**src/rtl/multicycle_control.sv**
```systemverilog
// Multi-cycle MIPS control FSM: sequences the shared memory/ALU/IR/PC datapath
// per instruction, stalling on memory handshakes with an optional wait timeout.
module multicycle_control #(
   parameter int unsigned MEM_TIMEOUT = 255,
   parameter int unsigned CNT_W       = 8
) (
   input  logic       clk,
   input  logic       rst,
   input  logic [5:0] OpCode,
   input  logic       Zero,
   input  logic       mem_ready,
   output logic       PCWrite,
   output logic       PCWriteCond,
   output logic       PCEn,
   output logic       IorD,
   output logic       MemRead,
   output logic       MemWrite,
   output logic       IRWrite,
   output logic       MemtoReg,
   output logic       RegDst,
   output logic       RegWrite,
   output logic       ALUSrcA,
   output logic [1:0] ALUSrcB,
   output logic [3:0] ALUOp,
   output logic [1:0] PCSource,
   output logic       illegal_op,
   output logic       mem_timeout,
   output logic [3:0] state
);

   typedef enum logic [3:0] {
      FETCH  = 4'd0,
      DECODE = 4'd1,
      MEMADR = 4'd2,
      MEMRD  = 4'd3,
      MEMWB  = 4'd4,
      MEMWR  = 4'd5,
      EXEC   = 4'd6,
      RWB    = 4'd7,
      BRANCH = 4'd8,
      JUMP   = 4'd9
   } state_e;

   localparam logic [5:0] OP_R   = 6'b000000;
   localparam logic [5:0] OP_LW  = 6'b100011;
   localparam logic [5:0] OP_SW  = 6'b101011;
   localparam logic [5:0] OP_BEQ = 6'b000100;
   localparam logic [5:0] OP_J   = 6'b000010;

   localparam logic [CNT_W-1:0] TMO_VAL = CNT_W'(MEM_TIMEOUT);
   localparam bit               TMO_EN  = (MEM_TIMEOUT != 0);

   state_e           state_q, state_d;
   logic [5:0]       op_q, op_d;
   logic [CNT_W-1:0] cnt_q, cnt_d;
   logic             wait_st;
   logic             tmo_hit;

   // State, latched opcode and memory wait counter
   always_ff @(posedge clk) begin
      if (rst) begin
         state_q <= FETCH;
         op_q    <= '0;
         cnt_q   <= '0;
      end else begin
         state_q <= state_d;
         op_q    <= op_d;
         cnt_q   <= cnt_d;
      end
   end

   // Next state and datapath controls, all forced low while in reset
   always_comb begin
      state_d     = state_q;
      op_d        = op_q;
      cnt_d       = '0;
      PCWrite     = 1'b0;
      PCWriteCond = 1'b0;
      IorD        = 1'b0;
      MemRead     = 1'b0;
      MemWrite    = 1'b0;
      IRWrite     = 1'b0;
      MemtoReg    = 1'b0;
      RegDst      = 1'b0;
      RegWrite    = 1'b0;
      ALUSrcA     = 1'b0;
      ALUSrcB     = 2'b00;
      ALUOp       = 4'b0000;
      PCSource    = 2'b00;
      illegal_op  = 1'b0;
      mem_timeout = 1'b0;

      wait_st = (state_q == FETCH) || (state_q == MEMRD) || (state_q == MEMWR);
      tmo_hit = TMO_EN && wait_st && !mem_ready && (cnt_q == TMO_VAL);

      if (!rst) begin
         mem_timeout = tmo_hit;
         // Counter only survives a plain stall; any exit, completion or abort clears it
         if (wait_st && !mem_ready && !tmo_hit)
            cnt_d = (cnt_q == TMO_VAL) ? cnt_q : cnt_q + CNT_W'(1);

         case (state_q)
            FETCH: begin
               MemRead = 1'b1;
               ALUSrcB = 2'b01;
               if (mem_ready) begin
                  IRWrite = 1'b1;
                  PCWrite = 1'b1;
                  state_d = DECODE;
               end
            end
            DECODE: begin
               ALUSrcB = 2'b11;
               op_d    = OpCode;
               case (OpCode)
                  OP_LW, OP_SW: state_d = MEMADR;
                  OP_R:         state_d = EXEC;
                  OP_BEQ:       state_d = BRANCH;
                  OP_J:         state_d = JUMP;
                  default: begin
                     illegal_op = 1'b1;
                     state_d    = FETCH;
                  end
               endcase
            end
            MEMADR: begin
               ALUSrcA = 1'b1;
               ALUSrcB = 2'b10;
               state_d = (op_q == OP_LW) ? MEMRD : MEMWR;
            end
            MEMRD: begin
               MemRead = 1'b1;
               IorD    = 1'b1;
               if (mem_ready)    state_d = MEMWB;
               else if (tmo_hit) state_d = FETCH;
            end
            MEMWB: begin
               RegWrite = 1'b1;
               MemtoReg = 1'b1;
               state_d  = FETCH;
            end
            MEMWR: begin
               MemWrite = 1'b1;
               IorD     = 1'b1;
               if (mem_ready || tmo_hit) state_d = FETCH;
            end
            EXEC: begin
               ALUSrcA = 1'b1;
               ALUOp   = 4'b0010;
               state_d = RWB;
            end
            RWB: begin
               RegWrite = 1'b1;
               RegDst   = 1'b1;
               state_d  = FETCH;
            end
            BRANCH: begin
               ALUSrcA     = 1'b1;
               ALUOp       = 4'b0001;
               PCWriteCond = 1'b1;
               PCSource    = 2'b01;
               state_d     = FETCH;
            end
            JUMP: begin
               PCWrite  = 1'b1;
               PCSource = 2'b10;
               state_d  = FETCH;
            end
            default: state_d = FETCH;
         endcase
      end
   end

   assign PCEn  = PCWrite | (PCWriteCond & Zero);
   assign state = rst ? FETCH : state_q;

endmodule

```
**config.mk**
```make
export PLATFORM = sky130hd
export DESIGN_NAME = multicycle_control
export DESIGN_NICKNAME = d
export VERILOG_FILES = /design/src/rtl/multicycle_control.sv
export SDC_FILE = /design/constraint.sdc
export NUM_CORES = 1
export LEC_CHECK = 0
export ABC_AREA = 1
export CAP_MARGIN = 10
export CORE_MARGIN = 2
export CORE_UTILIZATION = 42
export DETAILED_ROUTE_END_ITERATION = 10
export PLACE_DENSITY_LB_ADDON = 0.2
export SLEW_MARGIN = 25
export SYNTH_ARGS = -nofsm -noshare
export SYNTH_HDL_FRONTEND = slang
export SYNTH_SLANG_ARGS = --single-unit
```
**constraint.sdc**
```tcl
create_clock -name clk -period 1.2 [get_ports clk]
set_input_delay 0.24 -clock clk [delete_from_list [all_inputs] [get_ports clk]]
set_output_delay 0.24 -clock clk [all_outputs]
set_load 0.05 [all_outputs]
```
==> results of run 1 <==
## cells by family after synthesis
family / share of synthesized area, %
compound gates: 8.955
buf+inv: 10.90
xor+xnor: 3.021
flops: 31.07
other cells: 0.3233
fa+ha+maj: 1.079
simple gates: 44.66
## metrics by stage
stage / setup WS [ns] / std cells
4_1_cts: -0.5311 / 299
3_5_place_dp: -0.5423 / 286
3_3_place_gp: -0.5200 / 286
2_1_floorplan: -0.3282 / 178
## repair_timing
action | in CTS
hold buffers | 0
gates resized for setup | 55
endpoints found under the setup margin | 37
cloned | 0
setup buffers | 12
pin swaps | 20
hold endpoints to repair | 0
==> results.cfg, run 1 <==
[run_status]
status = did not finish
stop_stage = global routing (5_1_grt)
stop_error = [ERROR DPL-0038] Utilization greater than 100%, impossible to legalize

[synthesis]
netlist_top_cells_count = 35 x nand2_1, 29 x nor2_1, 21 x inv_1
post-synth-top-area-cell = dfxtp_1
synthCells = 177
ys.flop_type = dfxtp_1
yosysMostFrequentCell = nand2_1
synth_top_area_share_pct = 31.07
synth-seq-cells = 18
syn_avg_cell_area_um2 = 6.553
synth-edff-count = 0
ys.warnings.count = 0
ys_seq_area_share_pct = 31.07
synth.distinct_cells = 26
ys_async_sr_fraction_pct = 0
synth_area_leaders = dfxtp_1 31%, nand2_1 11%, nor2_1 9.4%, inv_1 6.8%, nor2_2 4.9%
synthesis.area_um2 = 1160

[floorplanning]
start_util_pct = 43.18
io_pins = 35
rows = 19
chipWidth_um = 56.55
die_y_um = 56.55

[timing]
worstEndpointType = output port
crit_endpoint = PCEn

[place]
place.gp.congestion = 0.8880
placed_area_um2 = 2321
place_hpwl_um = 3355
io_buffers = 32

[clocking]
cts_buffers = 3
cts-root-buf = clkbuf_4
htreeDepth = 1
clock_sinks = 18
clockBufferDepth = 2

[global_route]
grt_max_degree = 11
==> run 2, diff against run 1 <==
- CORE_AREA: unset -> 2 2 63 65
- CORE_MARGIN: 2 -> unset
- CORE_UTILIZATION: 42 -> unset
- DIE_AREA: unset -> 0 0 65 67
- PLACE_DENSITY_LB_ADDON: 0.2 -> 0.15
- clock period: 1.2 -> 1.55 ns (I/O delays scaled with it)
==> run 2 against run 1 <==
  * Synthesized area unchanged
  * Synthesized cell count unchanged
  * The flow now finishes, with violations (setup timing)
==> results.cfg, run 2 <==
[timing]
worst_slack_ns = -0.2090
hold_violations = 0
fmax_mhz = 568.5
layout_min_cycle_time_ns = 1.759
timing.final.crit_share_pct = 113.5
rsz0062_at_grt = yes
drv_slew = 0
clock_skew_ns = 0.002316
whs_ns = 0.4609
setup_viol = 18
tns_ns = -1.791

[pwr]
pwr-share-comb_pct = 34.0
switching_share_pct = 31.83
p_per_area_nw_per_um2 = 518.2
switching_power_uw = 426.8
seq_power_share_pct = 37.4
p_clk_share_pct = 28.6
leakagePower_uw = 0.001059
peakVddDrop_mv = 0.6234
p_int_uw = 913.9

[synthesis]
synth_top_area_share_pct = 31.07
ys_seq_area_share_pct = 31.07
synthesis.area_um2 = 1160
synth.distinct_cells = 26
ys.flop_type = dfxtp_1
yosysMostFrequentCell = nand2_1
ys.warnings.count = 0
netlist_top_cells_count = 35 x nand2_1, 29 x nor2_1, 21 x inv_1
ys_async_sr_fraction_pct = 0
synth-seq-cells = 18
synth_area_leaders = dfxtp_1 31%, nand2_1 11%, nor2_1 9.4%, inv_1 6.8%, nor2_2 4.9%
post-synth-top-area-cell = dfxtp_1
synthCells = 177
syn_avg_cell_area_um2 = 6.553
synth-edff-count = 0

[global_route]
grt_overflow_total = 0
grt_max_degree = 11
grt_pass1_vias = 1462
grt_first_pass_wirelength_um = 6444
track_usage_pct = 18.77
antenna_found_initial = 0

[run_status]
violations = setup timing
status = complete, but fails checks

[drt]
drt_iter0_markers = 47
final_antenna_net_count = 0
post_drt_wl_per_cell_um = 13.26
drc_errors = 0
routed_wl_um = 4124
firstDrtPassIters = 4
via_count = 1444
via_per_inst = 4.643

[layout]
antenna_cells = 0
drive_gt1_share_pct = 59.70
final_common_cell = buf_4
fin_nets = 275
final_util_pct = 71.76
final_cell_area_um2 = 2587
largest_reg_flops = 8
fillCellCount = 246
final_cell_mix = 45 x buf_4, 23 x nand2_1, 20 x buf_12
reg.largest.list = cnt_q x8, op_q x6, state_q x4
regMostFlops = cnt_q
area_delta_synth_final_pct = 123.1

[place]
placed_area_um2 = 2156
dpl_worst_slack_ns = -0.2925
place_hpwl_um = 2728
place.gp.congestion = 0.8628
io_buffers = 32

[setup_path]
cp-start-kind = flop
crit_required_ns = 1.24
crit_path_max_incr_delay_ns = 0.39
crit_type = flop to primary output
critPathArrivalTime_ns = 1.45
worst_path_max_delay_cell = dfxtp_4
crit_fanout = 5
cp_cell_sequence = nor2_4 > buf_6 > nand2_4 > nand2_4 > nor2_4 > nor2_8 > nand2_4 > nor2_4 > buf_12
end_kind = primary output

[clocking]
cts.clk_slew.worst_paths_ns = 0.07
cts_buffers = 3
clockBufferDepth = 2
clock_sinks = 18
htreeDepth = 1
clock_latency_ns = 0.25
cts_tree = built
cts-root-buf = clkbuf_8

[floorplanning]
die-area_um2 = 4355
io_pins = 35
rows = 22
start_util_pct = 32.17
core_area_um2 = 3606
chipWidth_um = 65
die_y_um = 67

[flow_run]
drv_cap = 0

[worst_hold_path]
min_path_type = flop to flop
run 2: cell counts after synthesis:
Identical to the previous run, type by type.
run 2: worst max-delay path: cells and delay by family (launching register included):
kind,cells,cell delay (ns)
simple gates,7,0.55
flops,1,0.39
buf+inv,2,0.25
run 2: metrics by stage:
stage / power (µW) / std cells
after CTS: 1317 / 305
final: 1341 / 311
after global routing: 1407 / 311
after global placement: 891.5 / 287
after floorplan: 727.8 / 178
after detailed placement: 898.5 / 287
run 2: layout make-up:
type / count / area, µm² / area share, %
Clock buffer: 4 / 55.05 / 2.128
Multi-Input combinational cell: 131 / 1002 / 38.73
Tap cell: 48 / 60.06 / 2.321
Timing Repair Buffer: 86 / 968.4 / 37.43
Inverter: 24 / 123.9 / 4.787
Sequential cell: 18 / 377.9 / 14.60
run 2: power groups by stage:
stage / combinational (µW) / sequential, µW / clock, µW
2_1_floorplan: 223 / 505 / 0
3_3_place_gp: 384 / 507 / 0
3_5_place_dp: 390 / 508 / 0
4_1_cts: 428 / 499 / 390
5_1_grt: 486 / 503 / 418
6_report: 455 / 501 / 384
run 2: worst paths after layout:
check / start / end / slack [ns] / depth (start not counted)
min: op_q[4] / op_q[4] / 0.46 / 2
max reg2reg: state_q[2] / cnt_q[7] / 0.09 / 10
min reg2reg: op_q[4] / op_q[4] / 0.46 / 2
max: state_q[2] / mem_timeout / -0.21 / 9
run 2: what timing repair did:
action | in CTS | in global routing
hold buffers | 0 | 0
gates resized for setup | 51 | 19
pin swaps | 10 | 8
endpoints found under the setup margin | 23 | 25
setup buffers | 14 | 9
run 2: metal layers:
metal | global-route usage [%] | routed length (µm) | part of all wire, % | vias up
li1 | - | - | - | 727
met1 | 20.49 | 1623 | 39 | 679
met2 | 37.24 | 2353 | 57 | 34
met3 | 2.872 | 128 | 3.1 | 4
met4 | 4.787 | 18 | 0.44 | 0
met5 | 0 | 0 | 0 | -
run 2: logic make-up (layout without fill, tap and decap cells):
logic type / after synthesis / count (layout) / synth area share, %
AOI/OAI and AO/OA: 20 / 20 / 8.955
and+or+nand+nor: 104 / 104 / 44.66
buffers and inverters: 29 / 114 / 10.90
DFF: 18 / 18 / 31.07
other: 1 / 2 / 0.3233
xor gates and xnor gates: 4 / 4 / 3.021
adders and majority gates: 1 / 1 / 1.079
Note: power is estimated with default switching activity, not from simulation.
==> run 3, diff against run 2 <==
- SLEW_MARGIN: 25 -> 15
==> results of run 3 <==
Same layout as run 2: the final DEF is identical, and so are final timing and power.
==> run 4, diff against run 3 <==
- CAP_MARGIN: 10 -> 20
==> results of run 4 <==
Same layout as run 2: the final DEF is identical, and so are final timing and power.
